$ cat src/rtl/i2c_target_regs.sv
// i2c_target_regs: I2C target exposing an 8-bit register pointer with auto-increment writes (and reads when I2C_TARGET_READ_EN is defined)
// Ports: clk, reset (sync, active-high); i2c_scl/i2c_sda_in async pad inputs; i2c_sda_oe open-drain pull-low;
//   reg_addr register pointer; wr_valid/wr_data one-clk write strobe; rd_data contents of reg_addr; busy START..STOP.
// Macro I2C_TARGET_READ_EN: enables R/W=1 transfers; otherwise read addressing is NACKed and rd_data is unused.
module i2c_target_regs #(
  parameter logic [6:0] TARGET_ADDR = 7'h60,
  parameter int FILTER_LEN = 3
) (
  input  logic       clk,
  input  logic       reset,
  input  logic       i2c_scl,
  input  logic       i2c_sda_in,
  output logic       i2c_sda_oe,
  output logic [7:0] reg_addr,
  output logic       wr_valid,
  output logic [7:0] wr_data,
  input  logic [7:0] rd_data,
  output logic       busy
);
  localparam int CW = $clog2(FILTER_LEN + 1);
  typedef enum logic [3:0] {IDLE, ADDR, ADDR_ACK, PTR, PTR_ACK, WDATA, WDATA_ACK, RDATA, RDATA_ACK} state_t;
  state_t state;
  // index 0 = SCL, index 1 = SDA
  logic [1:0] s1, s2, f, q;
  logic [1:0][CW-1:0] c;
  logic [3:0] bit_cnt;
  logic [7:0] shift;
  logic scl_rise, scl_fall, start, stop, addr_ok;
  always_ff @(posedge clk) begin
    if (reset) begin
      s1 <= 2'b11;
      s2 <= 2'b11;
      f <= 2'b11;
      q <= 2'b11;
      c <= '0;
    end else begin
      s1 <= {i2c_sda_in, i2c_scl};
      s2 <= s1;
      q <= f;
      for (int i = 0; i < 2; i++) begin
        c[i] <= (s2[i] == f[i] || c[i] == CW'(FILTER_LEN - 1)) ? '0 : c[i] + CW'(1);
        if (s2[i] != f[i] && c[i] == CW'(FILTER_LEN - 1)) f[i] <= s2[i];
      end
    end
  end
  assign scl_rise = f[0] & ~q[0];
  assign scl_fall = ~f[0] & q[0];
  assign start = f[0] & q[0] & q[1] & ~f[1];
  assign stop = f[0] & q[0] & ~q[1] & f[1];
  // general call (address 0) is never acknowledged
`ifdef I2C_TARGET_READ_EN
  logic rw, nack;
  assign addr_ok = shift[7:1] == TARGET_ADDR && shift[7:1] != 7'd0;
`else
  logic unused_rd;
  assign unused_rd = ^rd_data;
  assign addr_ok = shift[7:1] == TARGET_ADDR && shift[7:1] != 7'd0 && !shift[0];
`endif
  always_ff @(posedge clk) begin
    if (reset) begin
      state <= IDLE;
      bit_cnt <= '0;
      shift <= '0;
      i2c_sda_oe <= 1'b0;
      busy <= 1'b0;
      wr_valid <= 1'b0;
      wr_data <= '0;
      reg_addr <= '0;
`ifdef I2C_TARGET_READ_EN
      rw <= 1'b0;
      nack <= 1'b0;
`endif
    end else begin
      wr_valid <= 1'b0;
      if (start) begin
        state <= ADDR;
        bit_cnt <= '0;
        i2c_sda_oe <= 1'b0;
        busy <= 1'b1;
      end else if (stop) begin
        state <= IDLE;
        i2c_sda_oe <= 1'b0;
        busy <= 1'b0;
      end else begin
        case (state)
          ADDR, PTR, WDATA: begin
            if (scl_rise && bit_cnt != 4'd8) begin
              shift <= {shift[6:0], f[1]};
              bit_cnt <= bit_cnt + 4'd1;
            end else if (scl_fall && bit_cnt == 4'd8) begin
              bit_cnt <= '0;
              if (state == ADDR) begin
                state <= addr_ok ? ADDR_ACK : IDLE;
                i2c_sda_oe <= addr_ok;
`ifdef I2C_TARGET_READ_EN
                rw <= shift[0];
`endif
              end else if (state == PTR) begin
                state <= PTR_ACK;
                reg_addr <= shift;
                i2c_sda_oe <= 1'b1;
              end else begin
                state <= WDATA_ACK;
                wr_valid <= 1'b1;
                wr_data <= shift;
                i2c_sda_oe <= 1'b1;
              end
            end
          end
          ADDR_ACK: if (scl_fall) begin
            state <= PTR;
            i2c_sda_oe <= 1'b0;
`ifdef I2C_TARGET_READ_EN
            // first read bit goes out on the same fall that ends the address ACK
            if (rw) begin
              state <= RDATA;
              shift <= rd_data;
              i2c_sda_oe <= ~rd_data[7];
              bit_cnt <= 4'd1;
            end
`endif
          end
          PTR_ACK: if (scl_fall) begin
            state <= WDATA;
            i2c_sda_oe <= 1'b0;
          end
          WDATA_ACK: if (scl_fall) begin
            state <= WDATA;
            i2c_sda_oe <= 1'b0;
            reg_addr <= reg_addr + 8'd1;
          end
`ifdef I2C_TARGET_READ_EN
          // bit_cnt counts bits already placed on the bus
          RDATA: if (scl_fall) begin
            if (bit_cnt == 4'd8) begin
              state <= RDATA_ACK;
              i2c_sda_oe <= 1'b0;
            end else begin
              shift <= {shift[6:0], 1'b0};
              i2c_sda_oe <= ~shift[6];
              bit_cnt <= bit_cnt + 4'd1;
            end
          end
          RDATA_ACK: if (scl_rise) begin
            nack <= f[1];
            reg_addr <= reg_addr + 8'd1;
          end else if (scl_fall) begin
            if (nack) state <= IDLE;
            else begin
              state <= RDATA;
              shift <= rd_data;
              i2c_sda_oe <= ~rd_data[7];
              bit_cnt <= 4'd1;
            end
          end
`endif
          default: ;
        endcase
      end
    end
  end
endmodule

$ cat config.mk
export PLATFORM = sky130hd
export DESIGN_NAME = i2c_target_regs
export DESIGN_NICKNAME = d
export VERILOG_FILES = /design/src/rtl/i2c_target_regs.sv
export SDC_FILE = /design/constraint.sdc
export NUM_CORES = 1
export LEC_CHECK = 0
export BUFFER_PORTS_ARGS = -buffer_cell sky130_fd_sc_hd__buf_4
export CORE_MARGIN = 4
export CORE_UTILIZATION = 60
export DETAILED_ROUTE_END_ITERATION = 7
export PLACE_DENSITY = 0.87
export SLEW_MARGIN = 0
export SYNTH_ARGS = -nofsm -noshare
export SYNTH_HDL_FRONTEND = slang
export SYNTH_SLANG_ARGS = --single-unit
$ cat constraint.sdc
create_clock -name clk -period 3.7 [get_ports clk]
set_input_delay 0.555 -clock clk [delete_from_list [all_inputs] [get_ports clk]]
set_output_delay 0.555 -clock clk [all_outputs]
set_load 0.03 [all_outputs]
==> metrics, run 1 <==
Seq/Total Area, Yosys 44.2%; remaining antenna violation count 0; VDD IR-drop max 0.197 mV; top_reg_cell synth dfxtp_1; row count 21; H-tree depth 2; Hold Crit Class input port to register; CTS clock-pin slew for the worst setup and hold paths about 0.13 ns; setup ws final 1.51 ns; worst-margin pin slew 1.16 ns; Mapped Area 2080 sq um; Sink Count between 40 and 50; Longest Clk Path Bufs 2; Post-CTS Resized 0; reg2reg end reg_addr[3]; most common cell after layout, fill and taps aside dfxtp_1; synthesized flop and latch total 46; Cell Pwr Density 319 nW/um^2; Via density 5.76; CTS buffer count 5; Syn. warnings 0; syn nets 245; max-cap violation count 0; Detailed Route Iter0 Violations approximately 140; CP Data Arrival Time 2.48 ns; time the worst path needs with I/O delays and setup 2.19 ns; Reg2Reg Depth 4; Pre-antenna DRT Iters 4; worst-skew pair later-pin latency ~0.35 ns; # IOs 31; CP max-delay cell or3b_2; Worst Path Required around 4.0 ns; root cell of the clock tree clkbuf_4; flop2flop setup slack 1.51 ns; period utilisation layout 59.3%; CP Launch Type register; area of the core 3340 sq um; setup repair bufs after CTS 0; initial antenna violation count 0; vias in the first global route 1530; Synth Instances 228; Global Route Usage Sum 20.1%; max incr delay on CP between 0.6 and 0.7 ns; most frequent cells in the layout 46 x dfxtp_1, 31 x nor2_1, 22 x buf_4, 20 x mux2i_1, 13 x nand2_1; number of synthesized flops with an enable pin 0; Worst R2R Start state[0]; critical path, cell by cell nand3b_1, or3b_2, a211o_1, a21oi_1; FMAX between 0.4 and 0.5 GHz; post-route setup TNS 0 ns; Final HPWL DP 2850 microns; Final Max Tran Viols 0; dpl ws 1.53 ns; status completed; TritonCTS clock tree done; crit path to reg_addr[3]; crit path from state[0]; layout net count 262; RSZ-0062 raised after global routing false; ratio of cells with drive above 1 in the final layout between 10% and 20%; Final Setup Violations 0; worst setup path category register to register; Clock Skew around 0.0075 ns; first-pass GRT wire length just under 7000 microns; Die Span Y between 60 and 70 microns; Filler Cell Count 290; Total Wirelength 4050 microns; Slew HR 22.5%; RD Place Congestion 0.845; Cell variety after synth 46; Crit. End Element register; die area 4480 sq um; Synth async-reset ratio 0%; Remaining DRCs 0; leakage power between 0.0008 and 0.0009 uW; initial core utilization 62.5%; total grt overflow 0; Vias 1676; largest net degree at the start of global routing 36; Area growth syn-to-layout 10.2%; hold_buf cts 0; n_diodes 0; Routed wire per std cell 13.9 microns; Buffers on Ports 22; Hold Vio Cnt, Final 0; CP max FO 21; Die Span X roughly 67 microns; syn_area_per_cell between 9 and 10 sq um
-- through the flow --
step	cells	total power [uW]	util, %	area (sq um)	hold WS [ns]
after detailed placement	284	525	67.4	2250	0.398
final	291	733	68.8	2300	0.379
after floorplan	228	520	-	2080	0.389
after global routing	291	765	68.8	2300	0.352
after CTS	291	739	68.8	2300	0.370
after global placement	284	525	67.4	2250	0.391
-- synthesized netlist by cell type (5+ instances only) --
| master | number | share of area [%] |
|---|---|---|
| dfxtp_1 | 46 | 44 |
| nor2_1 | 31 | 5.6 |
| mux2i_1 | 20 | 9.6 |
| nand2_1 | 13 | 2.3 |
| a21oi_1 | 11 | 2.6 |
| clkbuf_1 | 7 | 1.3 |
| or2_2 | 7 | 2.1 |
| inv_1 | 6 | 1.1 |
| nand3_1 | 6 | 1.4 |
| nor3_1 | 6 | 1.4 |
| a31oi_1 | 5 | 1.5 |
| ha_1 | 5 | 3.0 |
| or3_1 | 5 | 1.5 |
| xnor2_1 | 5 | 2.1 |
-- cell type report --
type                       count  area, sq um  area share, %
multi-input combinational    163         1080           47.0
timing repair buffer          22          165           7.19
tap                           46         57.6           2.51
inverter                       7         26.3           1.14
sequential                    46          921           40.1
clock buffer                   5         37.5           1.63
clock inverter                 2         10.0          0.436
-- how the worst min path moves through the flow --
stage,end,slack (ns),depth (start not counted),from
6_report,s1[0],0.38,2,i2c_scl
4_1_cts,s1[0],0.37,2,i2c_scl
2_1_floorplan,s2[0],0.39,1,s1[0]
5_1_grt,s1[0],0.35,2,i2c_scl
3_5_place_dp,s2[1],0.40,1,s1[1]
3_3_place_gp,s2[1],0.39,1,s1[1]
-- power by group --
| part | leakage, uW | internal, uW | switching [uW] |
|---|---|---|---|
| clock network | 0.0000308 | 68.6 | 150 |
| registers | 0.000372 | 498 | 1.07 |
| logic | 0.000471 | 5.29 | 9.94 |
| total | 0.000873 | 572 | 161 |
-- worst max-delay path: cells and delay by family (launching register included) --
kind	cells	cell delay, ns
DFF	1	0.40
AOI/OAI and AO/OA	2	0.41
and+or+nand+nor	2	1.32
-- layer usage --
metal,vias up,part of all wire (%),GRT usage (%)
met4,0,1.6,7.09
met2,56,49,33.0
li1,835,-,-
met5,-,0,0
met3,6,6.1,5.23
met1,779,43,25.3
-- cells by family after synthesis --
kind of cell	after synthesis	share of synthesized area, %
AO/OA/AOI/OAI	38	12.5
XOR/XNOR	5	2.10
adder cells (fa/ha/maj)	5	3.00
buffers and inverters	19	4.32
flip-flops	46	44.2
multiplexers	21	10.1
AND/OR/NAND/NOR	94	23.8
-- registers in the layout, summed over array words and instances (netlist names) --
register    count
c               4
state           3
wr_data         8
q               2
i2c_sda_oe      1
shift           8
s1              2
wr_valid        1
busy            1
s2              2
f               2
bit_cnt         4
reg_addr        8
Note: power is estimated with default switching activity, not from simulation.
==> inputs of run 2 (changes only) <==
Settings changed: CORE_UTILIZATION 60 to 50, PLACE_DENSITY 0.87 to 0.78.
Clock period 3.7 ns to 1.8 ns, I/O delays scaled along.
==> metrics, run 2 (synthesis gave the netlist of run 1 again) <==
worst-margin pin slew roughly 0.45 ns; layout net count 274; CP Data Arrival Time slightly below 2 ns; initial core utilization 51.7%; Sink Count 46; most frequent cells in the layout 42 x dfxtp_1, 33 x buf_4, 31 x nor2_1, 20 x mux2i_1, 13 x nand2_1; n_diodes 0; Via density 5.62; Clock Skew 0.00901 ns; time the worst path needs with I/O delays and setup 1.75 ns; Routed wire per std cell around 14 microns; Longest Clk Path Bufs 2; TritonCTS clock tree done; Final Setup Violations 0; Die Span X 72.6 microns; period utilisation layout a little over nine tenths; CTS buffer count 5; GR met1 Demand/Resource 22.8%; VDD IR-drop max roughly 0.6 mV; Hold Vio Cnt, Final 0; hold_buf cts 0; status completed; Hold Crit Depth 2; Worst R2R Start bit_cnt[0]; Reg2Reg Depth 6; row count 23; Detailed Route Iter0 Violations 76; # IOs 31; total grt overflow 0; GRT busiest layer met2; root cell of the clock tree clkbuf_8; placed insts approximately 300; Worst Path Required 2.00 ns; crit path from bit_cnt[0]; Area growth syn-to-layout 18.4%; worst setup path category register to register; Hold Crit Class input port to register; met2 Resource Use GR 30.2%; die area 5270 sq um; Total Wirelength 4460 microns; first-pass GRT wire length approximately 7600 microns; leakage power approximately 0.00095 uW; ratio of cells with drive above 1 in the final layout between 20% and 30%; Worst Min Path Start i2c_scl; vias in the first global route roughly 1.6k; RSZ-0062 raised after global routing false; Global Route Usage Sum 18.0%; CP Launch Type register; biggest regs reg_addr x8, shift x8, wr_data x8; power consumption 1810 uW; area of the core 4030 sq um; Core Util, Final 61.2%; Final Max Tran Viols 0; GRT met3 Usage 4.16%; Cell Pwr Density 735 nW/um^2; Placed Area 2340 sq um; Pre-antenna DRT Iters 5; final instance area 2470 sq um; Remaining DRCs 0; remaining antenna violation count 0; CP max FO 5; H-tree depth 2; CTS clock-pin slew for the worst setup and hold paths 0.08 ns; final std cells w/o fill around 310; Slew HR 69.6%; Hold Slack around 0.15 ns; FMAX 0.573 GHz; Buffers on Ports 22; RD Place Congestion a little over 0.9; worst-skew pair later-pin latency 0.30 ns; initial antenna violation count 0; Crit. End Element register; largest net degree at the start of global routing 35; Die Span Y 72.6 microns; Vias roughly 1.7k; most common cell after layout, fill and taps aside dfxtp_1; Filler Cell Count 353; Final HPWL DP between 3000 and 4000 microns; max-cap violation count 0
## run 2: cell count changes in the layout (fill, tap and decap cells not counted), sizes merged
cell      change
clkinvlp      +1
clkbuf        +1
clkinv        -2
bufinv        +1
buf          +12
## run 2: worst paths after layout
path | endpoint | slack [ns]
hold reg to reg | c[0] | 0.41
hold / removal | s1[0] | 0.15
setup / recovery | reg_addr[5] | 0.05
setup reg to reg | reg_addr[5] | 0.05
## run 2: where the power goes
group          switching [uW]  internal [uW]  total (uW)
sequential               2.34           1020        1020
clock                     339            414         753
combinational            21.7           13.7        35.3
total                     363           1450        1810
## run 2: per-stage QoR
| stage | setup TNS, ns | worst slack [ns] |
|---|---|---|
| floorplan | -0.00783 | -0.00783 |
| global placement | 0 | 0.0827 |
| detailed placement | 0 | 0.0431 |
| CTS | 0 | 0.00488 |
| global route | 0 | 0.00584 |
| finish | 0 | 0.0548 |
## run 2: layout make-up
| class | instances | area, sq um | area share [%] |
|---|---|---|---|
| clock buffers | 6 | 72.6 | 2.94 |
| repair buffers | 34 | 259 | 10.5 |
| clock inverters | 2 | 37.5 | 1.52 |
| well taps | 50 | 62.6 | 2.54 |
| multi-input cells | 163 | 1080 | 43.9 |
| flip-flops and latches | 46 | 926 | 37.5 |
| inverters | 7 | 26.3 | 1.06 |
## run 2: layer usage
metal | vias up | share of wire (%)
li1 | 856 | -
met1 | 831 | 46
met2 | 37 | 48
met3 | 7 | 4.1
met4 | 0 | 1.7
met5 | - | 0
## run 2: critical path, stage by stage, from the launching register on
cell      delay (ns)
dfxtp_2         0.34
inv_1           0.07
ha_2            0.17
and3b_2         0.25
a21boi_1        0.12
or3_1           0.40
a221oi_1        0.30
## run 2: repair_timing
item,CTS,global route
resized for setup,0,3
buffers inserted,0,1
hold endpoints to repair,0,0
setup endpoints to repair,0,7
==> inputs of run 3 (changes only) <==
Settings changed: PLACE_DENSITY 0.78 to default, PLACE_DENSITY_LB_ADDON from default to 0.15.
==> metrics, run 3 (synthesis gave the netlist of run 1 again) <==
period utilisation layout 94.4%; remaining antenna violation count 0; Hold Slack 0.153 ns; Filler Cell Count 380; vias in the first global route roughly 1.6k; Routed wire per std cell 13.9 microns; die area 5270 sq um; root cell of the clock tree clkbuf_8; Hold Crit Class input port to register; most common cell after layout, fill and taps aside dfxtp_1; worst setup path category register to register; worst-margin pin slew ~0.45 ns; ratio of cells with drive above 1 in the final layout 24.9%; Core Util, Final 61.9%; status completed; H-tree depth 2; worst-skew pair later-pin latency around 0.3 ns; leakage power approximately 0.00096 uW; RD Place Congestion 0.815; total grt overflow 0; final std cells w/o fill 311; Hold Vio Cnt, Final 0; Pre-antenna DRT Iters 4; RSZ-0062 raised after global routing false; Worst Path Required approximately 2.0 ns; Slew HR roughly 70%; Post-CTS Resized 0; hold_buf cts 0; most frequent cells in the layout 42 x dfxtp_1, 37 x buf_4, 31 x nor2_1, 20 x mux2i_1, 13 x nand2_1; first-pass GRT wire length 7350 microns; # IOs 31; time the worst path needs with I/O delays and setup roughly 1.7 ns; Total Wirelength 4330 microns; CP max FO 6; CP Launch Type register; Global Route Usage Sum 17.7%; n_diodes 0; Buffers on Ports 22; FMAX about 0.59 GHz; initial antenna violation count 0; Via density 5.48; biggest regs reg_addr x8, shift x8, wr_data x8; Final Max Tran Viols 0; Final HPWL DP slightly above 3000 microns; Area growth syn-to-layout 19.6%; Die Span Y roughly 73 microns; Vias 1703; TritonCTS clock tree done; Clock Skew about 0.0052 ns; row count 23; Final Setup Violations 0; CTS clock-pin slew for the worst setup and hold paths 0.08 ns; Remaining DRCs 0; layout net count 277; power consumption 1820 uW; Sink Count 46; CP Data Arrival Time between 1.5 and 2 ns; Longest Clk Path Bufs 2; VDD IR-drop max 0.428 mV; initial core utilization 51.7%; Cell Pwr Density 731 nW/um^2; area of the core 4030 sq um; Crit. End Element register; CTS buffer count 5; setup repair bufs after CTS 0; Detailed Route Iter0 Violations 109; placed insts around 300; max-cap violation count 0; largest net degree at the start of global routing 35; Die Span X ~73 microns; post-route setup TNS 0 ns
## run 3: worst paths after layout
kind / from / end / slack (ns) / cells after the start
max reg2reg: bit_cnt[0] / shift[4] / 0.10 / 7
min: i2c_scl / s1[0] / 0.15 / 2
max: bit_cnt[0] / shift[4] / 0.10 / 7
min reg2reg: c[0] / c[0] / 0.41 / 1
## run 3: through the flow
stage	setup WS, ns	area [sq um]
after floorplan	-0.00783	2090
after global placement	0.0955	2370
after detailed placement	0.102	2370
after CTS	0.0842	2480
after global routing	0.00977	2490
final	0.100	2490
## run 3: cell type report
type	instances	area (sq um)	share of cell area, %
Multi-Input combinational cell	163	1090	43.7
Timing Repair Buffer	37	278	11.1
Sequential cell	46	926	37.1
Clock inverter	2	37.5	1.51
Inverter	7	26.3	1.05
Tap cell	50	62.6	2.51
Clock buffer	6	72.6	2.91
## run 3: where the power goes
| part | internal [uW] | leakage, uW | switching [uW] |
|---|---|---|---|
| combinational | 13.8 | 0.000540 | 22.1 |
| sequential | 1020 | 0.000374 | 2.22 |
| clock | 414 | 0.0000514 | 346 |
## run 3: metal layers
| metal | vias to the layer above | GRT usage [%] | share of wire (%) |
|---|---|---|---|
| met2 | 30 | 27.5 | 46 |
| met5 | - | 0 | 0 |
| met3 | 7 | 4.02 | 3.9 |
| li1 | 864 | - | - |
| met1 | 802 | 24.1 | 49 |
| met4 | 0 | 6.35 | 1.4 |
## run 3: critical path, stage by stage, from the launching register on
cell and delay, ns:
dfxtp_2 0.37, inv_1 0.05, ha_2 0.17, and3b_2 0.22, or3_4 0.39, buf_4 0.18, mux2i_1 0.15, nor2_1 0.05
